===== src/rtl/hazard_forward_unit_pkg.sv =====
// Shared constants and types for the hazard/forwarding unit: control-vector bit
// positions, forwarding select encodings and the shadow-stage record.
package hazard_forward_unit_pkg;

    localparam int HAZ_WANT_RS_ID = 7;
    localparam int HAZ_NEED_RS_ID = 6;
    localparam int HAZ_WANT_RT_ID = 5;
    localparam int HAZ_NEED_RT_ID = 4;
    localparam int HAZ_WANT_RS_EX = 3;
    localparam int HAZ_NEED_RS_EX = 2;
    localparam int HAZ_WANT_RT_EX = 1;
    localparam int HAZ_NEED_RT_EX = 0;

    localparam logic [1:0] FWD_REGFILE = 2'b00;
    localparam logic [1:0] FWD_MEM     = 2'b01;
    localparam logic [1:0] FWD_WB      = 2'b10;

    typedef struct packed {
        logic [4:0] dest;
        logic       wr;
        logic       ld;
    } stage_t;

    typedef struct packed {
        logic [4:0] rs;
        logic [4:0] rt;
        logic       use_rs;
        logic       use_rt;
    } ex_src_t;

    localparam stage_t  STAGE_BUBBLE = '0;
    localparam ex_src_t EX_SRC_NONE  = '0;

    // $0 is hard-wired zero, so it can never be a producer worth tracking.
    function automatic logic reg_match(input logic wr, input logic [4:0] dest,
                                       input logic [4:0] r);
        return wr && (dest == r) && (r != 5'd0);
    endfunction

endpackage


===== src/rtl/hazard_forward_unit_if.sv =====
// ID-stage bundle between the decode/control side (master) and the hazard unit (slave).
interface hazard_forward_unit_if;

    logic [7:0] id_signal_forwarding;
    logic [4:0] id_rs;
    logic [4:0] id_rt;
    logic [4:0] id_dest;
    logic       id_reg_write;
    logic       id_mem_read;
    logic       id_is_mul;
    logic       mem_stall;

    logic       if_stall;
    logic       id_stall;
    logic       ex_stall;
    logic [1:0] id_fwd_rs_sel;
    logic [1:0] id_fwd_rt_sel;
    logic [1:0] ex_fwd_rs_sel;
    logic [1:0] ex_fwd_rt_sel;

    modport master (
        output id_signal_forwarding, id_rs, id_rt, id_dest,
               id_reg_write, id_mem_read, id_is_mul, mem_stall,
        input  if_stall, id_stall, ex_stall,
               id_fwd_rs_sel, id_fwd_rt_sel, ex_fwd_rs_sel, ex_fwd_rt_sel
    );

    modport slave (
        input  id_signal_forwarding, id_rs, id_rt, id_dest,
               id_reg_write, id_mem_read, id_is_mul, mem_stall,
        output if_stall, id_stall, ex_stall,
               id_fwd_rs_sel, id_fwd_rt_sel, ex_fwd_rs_sel, ex_fwd_rt_sel
    );

endinterface


===== src/rtl/hazard_forward_unit_fwd_select.sv =====
// Forwarding source select for one source register: MEM ALU result beats WB data,
// and a load sitting in MEM is never a forwarding source.
module hazard_forward_unit_fwd_select
    import hazard_forward_unit_pkg::*;
(
    input  logic [4:0] r,
    input  logic       want,
    input  logic [4:0] mem_dest,
    input  logic       mem_wr,
    input  logic       mem_ld,
    input  logic [4:0] wb_dest,
    input  logic       wb_wr,
    output logic [1:0] sel
);

    always_comb begin
        sel = FWD_REGFILE;
        if (want && reg_match(mem_wr, mem_dest, r) && !mem_ld) begin
            sel = FWD_MEM;
        end else if (want && reg_match(wb_wr, wb_dest, r)) begin
            sel = FWD_WB;
        end
    end

endmodule


===== src/rtl/hazard_forward_unit.sv =====
// ID-stage hazard detection and forwarding control: tracks EX/MEM/WB producers in a
// shadow pipeline, raises stall lines and sequences the multi-cycle MUL in EX.
module hazard_forward_unit
    import hazard_forward_unit_pkg::*;
#(
    parameter int MUL_CYCLES = 3
) (
    input logic                  clock,
    input logic                  reset_n,
    hazard_forward_unit_if.slave bus
);

    localparam int               CNT_W    = (MUL_CYCLES > 1) ? $clog2(MUL_CYCLES) : 1;
    localparam logic [CNT_W-1:0] MUL_LOAD = CNT_W'(MUL_CYCLES - 1);

    stage_t           ex_q, ex_d;
    stage_t           mem_q, mem_d;
    ex_src_t          ex_src_q, ex_src_d;
    logic [4:0]       wb_dest_q, wb_dest_d;
    logic             wb_wr_q, wb_wr_d;
    logic [CNT_W-1:0] mul_cnt_q, mul_cnt_d;

    logic [7:0] fsig;
    logic       mul_busy;
    logic       haz_rs;
    logic       haz_rt;
    logic       ex_stall;
    logic       id_stall;
    logic [1:0] id_rs_sel, id_rt_sel, ex_rs_sel, ex_rt_sel;

    assign fsig     = bus.id_signal_forwarding;
    assign mul_busy = (mul_cnt_q != '0);

    // ID hazards: result still in EX, load still in MEM, or load-use into EX.
    assign haz_rs = (fsig[HAZ_NEED_RS_ID] &&
                     (reg_match(ex_q.wr, ex_q.dest, bus.id_rs) ||
                      (reg_match(mem_q.wr, mem_q.dest, bus.id_rs) && mem_q.ld))) ||
                    (fsig[HAZ_NEED_RS_EX] && reg_match(ex_q.wr, ex_q.dest, bus.id_rs) && ex_q.ld);
    assign haz_rt = (fsig[HAZ_NEED_RT_ID] &&
                     (reg_match(ex_q.wr, ex_q.dest, bus.id_rt) ||
                      (reg_match(mem_q.wr, mem_q.dest, bus.id_rt) && mem_q.ld))) ||
                    (fsig[HAZ_NEED_RT_EX] && reg_match(ex_q.wr, ex_q.dest, bus.id_rt) && ex_q.ld);

    assign ex_stall = mul_busy | bus.mem_stall;
    assign id_stall = haz_rs | haz_rt | ex_stall;

    assign bus.ex_stall      = ex_stall;
    assign bus.id_stall      = id_stall;
    assign bus.if_stall      = id_stall;
    assign bus.id_fwd_rs_sel = id_rs_sel;
    assign bus.id_fwd_rt_sel = id_rt_sel;
    assign bus.ex_fwd_rs_sel = ex_rs_sel;
    assign bus.ex_fwd_rt_sel = ex_rt_sel;

    // Shadow pipeline advance; a busy MUL holds EX and drains bubbles into MEM.
    always_comb begin
        ex_d      = ex_q;
        ex_src_d  = ex_src_q;
        mem_d     = mem_q;
        wb_dest_d = wb_dest_q;
        wb_wr_d   = wb_wr_q;
        mul_cnt_d = mul_cnt_q;
        if (!bus.mem_stall) begin
            wb_dest_d = mem_q.dest;
            wb_wr_d   = mem_q.wr;
            if (mul_busy) begin
                mem_d     = STAGE_BUBBLE;
                mul_cnt_d = mul_cnt_q - CNT_W'(1);
            end else begin
                mem_d = ex_q;
                if (id_stall) begin
                    ex_d     = STAGE_BUBBLE;
                    ex_src_d = EX_SRC_NONE;
                end else begin
                    ex_d.dest       = bus.id_dest;
                    ex_d.wr         = bus.id_reg_write;
                    ex_d.ld         = bus.id_mem_read;
                    ex_src_d.rs     = bus.id_rs;
                    ex_src_d.rt     = bus.id_rt;
                    ex_src_d.use_rs = fsig[HAZ_WANT_RS_EX] | fsig[HAZ_NEED_RS_EX];
                    ex_src_d.use_rt = fsig[HAZ_WANT_RT_EX] | fsig[HAZ_NEED_RT_EX];
                    if (bus.id_is_mul) begin
                        mul_cnt_d = MUL_LOAD;
                    end
                end
            end
        end
    end

    always_ff @(posedge clock or negedge reset_n) begin
        if (!reset_n) begin
            ex_q      <= STAGE_BUBBLE;
            ex_src_q  <= EX_SRC_NONE;
            mem_q     <= STAGE_BUBBLE;
            wb_dest_q <= '0;
            wb_wr_q   <= 1'b0;
            mul_cnt_q <= '0;
        end else begin
            ex_q      <= ex_d;
            ex_src_q  <= ex_src_d;
            mem_q     <= mem_d;
            wb_dest_q <= wb_dest_d;
            wb_wr_q   <= wb_wr_d;
            mul_cnt_q <= mul_cnt_d;
        end
    end

    hazard_forward_unit_fwd_select u_id_rs (
        .r(bus.id_rs), .want(fsig[HAZ_WANT_RS_ID]),
        .mem_dest(mem_q.dest), .mem_wr(mem_q.wr), .mem_ld(mem_q.ld),
        .wb_dest(wb_dest_q), .wb_wr(wb_wr_q), .sel(id_rs_sel)
    );

    hazard_forward_unit_fwd_select u_id_rt (
        .r(bus.id_rt), .want(fsig[HAZ_WANT_RT_ID]),
        .mem_dest(mem_q.dest), .mem_wr(mem_q.wr), .mem_ld(mem_q.ld),
        .wb_dest(wb_dest_q), .wb_wr(wb_wr_q), .sel(id_rt_sel)
    );

    hazard_forward_unit_fwd_select u_ex_rs (
        .r(ex_src_q.rs), .want(ex_src_q.use_rs),
        .mem_dest(mem_q.dest), .mem_wr(mem_q.wr), .mem_ld(mem_q.ld),
        .wb_dest(wb_dest_q), .wb_wr(wb_wr_q), .sel(ex_rs_sel)
    );

    hazard_forward_unit_fwd_select u_ex_rt (
        .r(ex_src_q.rt), .want(ex_src_q.use_rt),
        .mem_dest(mem_q.dest), .mem_wr(mem_q.wr), .mem_ld(mem_q.ld),
        .wb_dest(wb_dest_q), .wb_wr(wb_wr_q), .sel(ex_rt_sel)
    );

endmodule


===== src/flat_wrapper.sv =====
// flat-port wrapper written by rule: the top's interface ports become plain ports
module hazard_forward_unit_flat import hazard_forward_unit_pkg::*;
#(
    parameter int MUL_CYCLES = 3
)
  (clock, reset_n, bus_id_signal_forwarding, bus_id_rs, bus_id_rt, bus_id_dest, bus_id_reg_write, bus_id_mem_read, bus_id_is_mul, bus_mem_stall, bus_if_stall, bus_id_stall, bus_ex_stall, bus_id_fwd_rs_sel, bus_id_fwd_rt_sel, bus_ex_fwd_rs_sel, bus_ex_fwd_rt_sel);
  hazard_forward_unit_if bus_i ();
  input logic clock;
  input logic reset_n;
  input wire logic [$bits(bus_i.id_signal_forwarding)-1:0] bus_id_signal_forwarding;
  input wire logic [$bits(bus_i.id_rs)-1:0] bus_id_rs;
  input wire logic [$bits(bus_i.id_rt)-1:0] bus_id_rt;
  input wire logic [$bits(bus_i.id_dest)-1:0] bus_id_dest;
  input wire logic [$bits(bus_i.id_reg_write)-1:0] bus_id_reg_write;
  input wire logic [$bits(bus_i.id_mem_read)-1:0] bus_id_mem_read;
  input wire logic [$bits(bus_i.id_is_mul)-1:0] bus_id_is_mul;
  input wire logic [$bits(bus_i.mem_stall)-1:0] bus_mem_stall;
  output wire logic [$bits(bus_i.if_stall)-1:0] bus_if_stall;
  output wire logic [$bits(bus_i.id_stall)-1:0] bus_id_stall;
  output wire logic [$bits(bus_i.ex_stall)-1:0] bus_ex_stall;
  output wire logic [$bits(bus_i.id_fwd_rs_sel)-1:0] bus_id_fwd_rs_sel;
  output wire logic [$bits(bus_i.id_fwd_rt_sel)-1:0] bus_id_fwd_rt_sel;
  output wire logic [$bits(bus_i.ex_fwd_rs_sel)-1:0] bus_ex_fwd_rs_sel;
  output wire logic [$bits(bus_i.ex_fwd_rt_sel)-1:0] bus_ex_fwd_rt_sel;
  assign bus_i.id_signal_forwarding = bus_id_signal_forwarding;
  assign bus_i.id_rs = bus_id_rs;
  assign bus_i.id_rt = bus_id_rt;
  assign bus_i.id_dest = bus_id_dest;
  assign bus_i.id_reg_write = bus_id_reg_write;
  assign bus_i.id_mem_read = bus_id_mem_read;
  assign bus_i.id_is_mul = bus_id_is_mul;
  assign bus_i.mem_stall = bus_mem_stall;
  assign bus_if_stall = bus_i.if_stall;
  assign bus_id_stall = bus_i.id_stall;
  assign bus_ex_stall = bus_i.ex_stall;
  assign bus_id_fwd_rs_sel = bus_i.id_fwd_rs_sel;
  assign bus_id_fwd_rt_sel = bus_i.id_fwd_rt_sel;
  assign bus_ex_fwd_rs_sel = bus_i.ex_fwd_rs_sel;
  assign bus_ex_fwd_rt_sel = bus_i.ex_fwd_rt_sel;
  hazard_forward_unit #(.MUL_CYCLES(MUL_CYCLES)) u_core (.clock(clock), .reset_n(reset_n), .bus(bus_i));
endmodule

===== config.mk =====
export PLATFORM = sky130hd
export DESIGN_NAME = hazard_forward_unit_flat
export DESIGN_NICKNAME = d
export VERILOG_FILES = /design/src/rtl/hazard_forward_unit_pkg.sv /design/src/rtl/hazard_forward_unit_if.sv /design/src/rtl/hazard_forward_unit_fwd_select.sv /design/src/rtl/hazard_forward_unit.sv /design/src/flat_wrapper.sv
export SDC_FILE = /design/constraint.sdc
export NUM_CORES = 1
export LEC_CHECK = 0
export ABC_AREA = 1
export ABC_CLOCK_PERIOD_IN_PS = 2050
export CORE_UTILIZATION = 30
export DETAILED_ROUTE_END_ITERATION = 7
export GPL_ROUTABILITY_DRIVEN = 0
export SLEW_MARGIN = 20
export SYNTH_ARGS = -nofsm -noshare
export SYNTH_HDL_FRONTEND = slang
export SYNTH_SLANG_ARGS = --single-unit

===== constraint.sdc =====
create_clock -name clock -period 2.05 [get_ports clock]
set_input_delay 0.41 -clock clock [delete_from_list [all_inputs] [get_ports clock]]
set_output_delay 0.41 -clock clock [all_outputs]
set_load 0.01 [all_outputs]

Word-level counts from Yosys, hierarchy flattened. Index checks and enable logic that the tools add are counted.

Output and inout bits: 11. Logic and storage cells: 99. Register bits after elaboration: 34. Input bits: 29.

Bitwise gates (word level): 7. Equality and inequality tests: 11. Add/subtract/negate cells: 1. Reductions and logical operators: 53. Muxes and demuxes: 14.

Operators by type and width (count): $eq 5x5->1 (10); $logic_and 1x1->1 (40); $mux 2 (11); $reduce_bool 5->1 (4); $mux 7 (2); $mux 12 (1); $or 1x1->1 (5); $logic_or 1x1->1 (4); $reduce_bool 2->1 (2); $reduce_and 3->1 (1); $ne 2x1->1 const B (1); $not 1->1 (2); $reduce_and 2->1 (1); $sub 2x1->2 const B (1); $logic_not 1->1 (1).

Logic depth before layout (Yosys ltp).
Word-level depth: 11. Depth in mapped cells: 14.

Modules after synthesis. A second synthesis with hierarchy kept.

Cells, all modules: 489. Area total of the unflattened synthesis: 2790.2 sq um.

By module, submodules not included: hazard_forward_unit (times used 1, cells each 233, area an instance 1774.2 sq um, sequential area each 850.8 sq um); hazard_forward_unit_fwd_select (times used 4, cells each 64, area an instance 254.0 sq um, sequential area each 0.0 sq um).

Worst setup path before layout. Ideal clock, no wire load.

Kind: reg-to-output. Start point: register u_core.wb_dest_q[4]. End point: output bus_ex_fwd_rs_sel[1]. Stages on the path, launching flop included: 5. Setup slack: 0.286 ns. Arrival time: 1.354 ns. Data required time: 1.640 ns. Cell sequence: dfrtp_1 > inv_1 > o22ai_1 > or3_1 > nor4_1.

Word-level cells in the longest chain between the ends: 6.

RTL lines: start: declaration (RTL line hazard_forward_unit.sv:19) `logic [4:0] wb_dest_q, wb_dest_d;`; start signal: assignment (RTL line hazard_forward_unit.sv:102) `wb_dest_q <= wb_dest_d;`; $eq 5x5->1 (RTL line hazard_forward_unit_pkg.sv:37) `return wr && (dest == r) && (r != 5'd0);`; $logic_and 1x1->1 (2 in series) (RTL line hazard_forward_unit_pkg.sv:37); $logic_and 1x1->1 (RTL line hazard_forward_unit_fwd_select.sv:20) `end else if (want && reg_match(wb_wr, wb_dest, r)) begin`; $mux 2 (RTL line hazard_forward_unit_fwd_select.sv:20); $mux 2 (RTL line hazard_forward_unit_fwd_select.sv:18) `if (want && reg_match(mem_wr, mem_dest, r) && !mem_ld) begin`; end: declaration (RTL line flat_wrapper.sv:23) `output wire logic [$bits(bus_i.ex_fwd_rs_sel)-1:0] bus_ex_fwd_rs_sel;`.

Every way passes these cells.

Worst setup path after layout.
Start point: register u_core.ex_src_q[11] (netlist name). End point: output bus_ex_fwd_rs_sel[1].

Word-level cells in the longest chain between the ends: 6. Elaborated cells on any way between the ends: 12. Classes of those cells: eq/ne (2); mux (2); reduce/logical (8).

RTL lines: start: declaration (RTL line hazard_forward_unit.sv:18) `ex_src_t ex_src_q, ex_src_d;`; start signal: assignment (RTL line hazard_forward_unit.sv:100) `ex_src_q <= ex_src_d;`; $eq 5x5->1 (RTL line hazard_forward_unit_pkg.sv:37); $logic_and 1x1->1 (2 in series) (RTL line hazard_forward_unit_pkg.sv:37); $logic_and 1x1->1 (on tied branches) (RTL line hazard_forward_unit_fwd_select.sv:20, hazard_forward_unit_fwd_select.sv:18); $mux 2 or $logic_and 1x1->1 (tied branches) (RTL line hazard_forward_unit_fwd_select.sv:20, hazard_forward_unit_fwd_select.sv:18); $mux 2 * (RTL line hazard_forward_unit_fwd_select.sv:18).

Mark *: on every way between the ends. The rest lies on a longest branch, timed or not.

==> summary.txt <==
Global routing
  – Tot GR Track Use: 0.212
  – Vias in the first global route: 2568
  – Antenna violations before repair: 0
  – Pin count of the biggest net entering global routing: 35
  – GR Overflow Total: 0
  – First-pass GRT wire length: 12300 um

Logic synthesis
  – Asr flop ratio synth: 1.00
  – Mean area per synthesized cell: 7.42 um2
  – Flops & latches, synth: 34
  – Synth Area in XOR/XNOR: 0.0619
  – Post-Synth Adder-Cell Area: 0.0111
  – Largest family of logic cells by synthesized area: simple AND/OR/NAND/NOR gates
  – Sequential area share after synthesis: 0.376
  – Top-area cell type share of the netlist area: 0.376
  – Cells after synthesis: 305
  – Syn_nets: 336
  – Simple logic cell fraction of the synthesized area: 0.274
  – Post-synthesis mux area share: 0
  – Complex-gate fraction of the synthesized area: 0.168
  – Yosys cell types: 33
  – Top_reg_cell synth: dfrtp_1
  – YS warnings: 0
  – Top-count cell post-synth: nand2_1
  – Cell Area, Synth: 2260 um2
  – Area contributors post-synth: dfrtp_1, nand2_1, inv_1
  – Post-synth EDFFs: 0
  – Largest area contributor in the netlist: dfrtp_1
  – Top cells by instance count after synthesis: nand2_1, inv_1, dfrtp_1

Worst setup path
  – WP data arrival: between 1.5 and 2 ns
  – Worst setup path category: reg2out
  – Critical path cell sequence: buf_4 -> xnor2_2 -> nand4_1 -> nor4_4 -> nor4_2 -> buf_2
  – Critical Path Start Type: register
  – Critical path's slowest cell: dfrtp_1
  – Worst R2R Path Depth: 11
  – Crit path launch: u_core.ex_src_q[11]$_DFFE_PN0P_
  – CP delay by family, top: simple AND/OR/NAND/NOR gates
  – Worst Setup EP: bus_ex_fwd_rs_sel[1]
  – CP required: ~1.6 ns
  – Crit end category: primary output
  – R2r endpoint: u_core.ex_src_q[4]$_DFFE_PN0P_
  – CP bufs+invs: 2
  – CP Max Fanout: 3
  – Setup slack, reg-to-reg: 0.19 ns
  – Slowest Stage Delay on Critical Path: 0.41 ns
  – WP depth: 6
  – Reg2reg start: u_core.mem_q[4]$_DFFE_PN0N_

Finish
  – Area growth syn-to-layout: 59.2%
  – Layout cells sized above 1: 0.422
  – Final nets: 457
  – Layout fillers: 717
  – Antenna diode count: 0
  – Fin area: about 3600 um2

Timing
  – Final hold violation count: 0
  – Slew Limit Fails: 0
  – # setup viols final: 6
  – Final worst path period share: 1.04
  – Unrepaired setup endpoints after global routing: true
  – Final WS setup: -0.0768 ns
  – Fin crit period: 2.13 ns
  – Worst-Margin Slew: 0.455 ns
  – Fmax: 470 MHz
  – Hold Slack: 0.478 ns
  – Max_slew headroom: 0.697
  – Post-Route Skew: 0.00518 ns

Detailed routing
  – Drt drc: 0
  – DRT Pass-1 Iters: 4
  – DR iter-0 viols: 189
  – Final WL: 7980 um
  – DR vias/cell: between 4 and 5
  – Antenna viol nets, final: 0
  – Vias: 2572
  – Routed len/inst: 15.2 um

Floorplanning
  – # IOs: 40
  – Die area: 7890 um2
  – Floorplan Core Area: approximately 7300 um2
  – Die width: 88.8 um
  – Die Height: 88.8 um
  – Starting Density: 0.312
  – Std-Cell Rows: 31

Pwr
  – Sw Pwr: approximately 1900 uW
  – Flop pwr share: 0.290
  – Total power: 4520 uW
  – Power share of the combinational group: 0.595
  – Pint: 2610 uW
  – Leak Pwr: 0.00173 uW
  – Pwr/cell area: about 1300 nW/um2
  – Switching share of power: 0.424
  – Worst vdd ir: ~0.00054 V
  – Clock power share: 0.116

Clock network
  – CTS Buf Count: 5
  – Latest clock arrival within the worst-skew pair: 0.29 ns
  – Hold buffers post-CTS: 0
  – CTS Root Cell: clkbuf_8
  – Clk slew on worst S/H paths: 0.07 ns
  – Clock buffer depth: 2
  – TritonCTS clock tree: yes
  – Clock sink count: 34
  – H-tree Lvls: 2

Place
  – Post-place instance area: 3220 um2
  – I/O Buffers: 39
  – Post-detail-place hpwl: 5810 um
  – Post-Place Worst Slack: -0.745 ns

Run status
  – Status: complete, but fails checks
  – Failing checks: setup timing

Hold path
  – Hold_sp: u_core.mul_cnt_q[0]$_DFFE_PN0P_
  – Hold Crit Class: reg2reg

Flow run
  – Max-cap viol count: 0
layout make-up:
class                      count  area, um2  share of cell area
clock buffer                   7       86.3              0.0240
inverter                      50        188              0.0521
clock inverter                 1       5.00             0.00139
timing repair buffer         124       1020               0.284
sequential                    34        858               0.238
tap                           99        124              0.0344
multi-input combinational    211       1320               0.366
metrics by stage:
| stage | cells | utilization | setup TNS [ns] |
|---|---|---|---|
| final | 526 | 0.496 | -0.332 |
| after global routing | 526 | 0.496 | -0.887 |
| after global placement | 498 | 0.444 | -10.18 |
| after detailed placement | 498 | 0.444 | -11.12 |
| after floorplan | 305 | - | 0 |
| after CTS | 520 | 0.483 | -0.161 |
cells in the final DEF (no fill, tap or decap), types with 6 or more instances in the layout:
cell type	count
clkbuf_8	6
o22ai_2	6
buf_4	79
nand3_1	13
dfrtp_1	28
buf_2	6
o22ai_1	16
clkdlybuf4s50_1	17
inv_1	31
inv_2	18
dfrtp_2	6
xnor2_1	10
nor2_2	10
nor2_1	7
o21ai_2	6
nand2_2	6
nand2_1	84
buf_6	8
o21ai_0	11
state kept, by name (all words and copies together), names as in the netlist:
register	cells
u_core.ex_q	7
u_core.mul_cnt_q	2
u_core.mem_q	7
u_core.wb_dest_q	5
u_core.wb_wr_q	1
u_core.ex_src_q	12
metal layers:
layer,track usage,vias up,part of all wire
met5,0,-,0
met4,0.0836,0,0.040
met3,0.0280,23,0.045
met2,0.374,81,0.48
met1,0.261,1223,0.43
li1,-,1245,-
worst register-to-register path: cells and delay by family, from the launching register on:
family	cells	cell delay, ns
simple gates	8	0.70
buf+inv	2	0.44
flops	1	0.44
compound gates	1	0.13
worst min path at each step:
stage,to,slack [ns],cells after the start
2_1_floorplan,u_core.ex_q[0]$_DFFE_PN0P_,0.11,0
3_3_place_gp,u_core.mul_cnt_q[0]$_DFFE_PN0P_,0.46,2
3_5_place_dp,u_core.mul_cnt_q[0]$_DFFE_PN0P_,0.47,2
4_1_cts,u_core.mul_cnt_q[0]$_DFFE_PN0P_,0.48,2
5_1_grt,u_core.ex_src_q[11]$_DFFE_PN0P_,0.52,3
6_report,u_core.mul_cnt_q[0]$_DFFE_PN0P_,0.48,2
cells by family (layout without fill, tap and decap cells):
logic type	Yosys count	count (layout)
compound gates	53	53
simple gates	140	140
xor+xnor	16	16
fa+ha+maj	2	2
buf+inv	60	182
flops	34	34
power by group through the flow:
| stage | Combinational (uW) | Clock (uW) | Sequential [uW] |
|---|---|---|---|
| CTS | 2500 | 533 | 1290 |
| finish | 2690 | 523 | 1310 |
| detailed placement | 2270 | 0 | 1300 |
| floorplan | 1260 | 0 | 1210 |
| global route | 2920 | 558 | 1350 |
| global placement | 2230 | 0 | 1290 |
what timing repair did:
action,CTS,global route
endpoints found under the setup margin,29,10
buffers inserted,14,6
gates resized for setup,93,23
pin swaps,20,18
No activity file was read; power rests on OpenSTA's default activity.
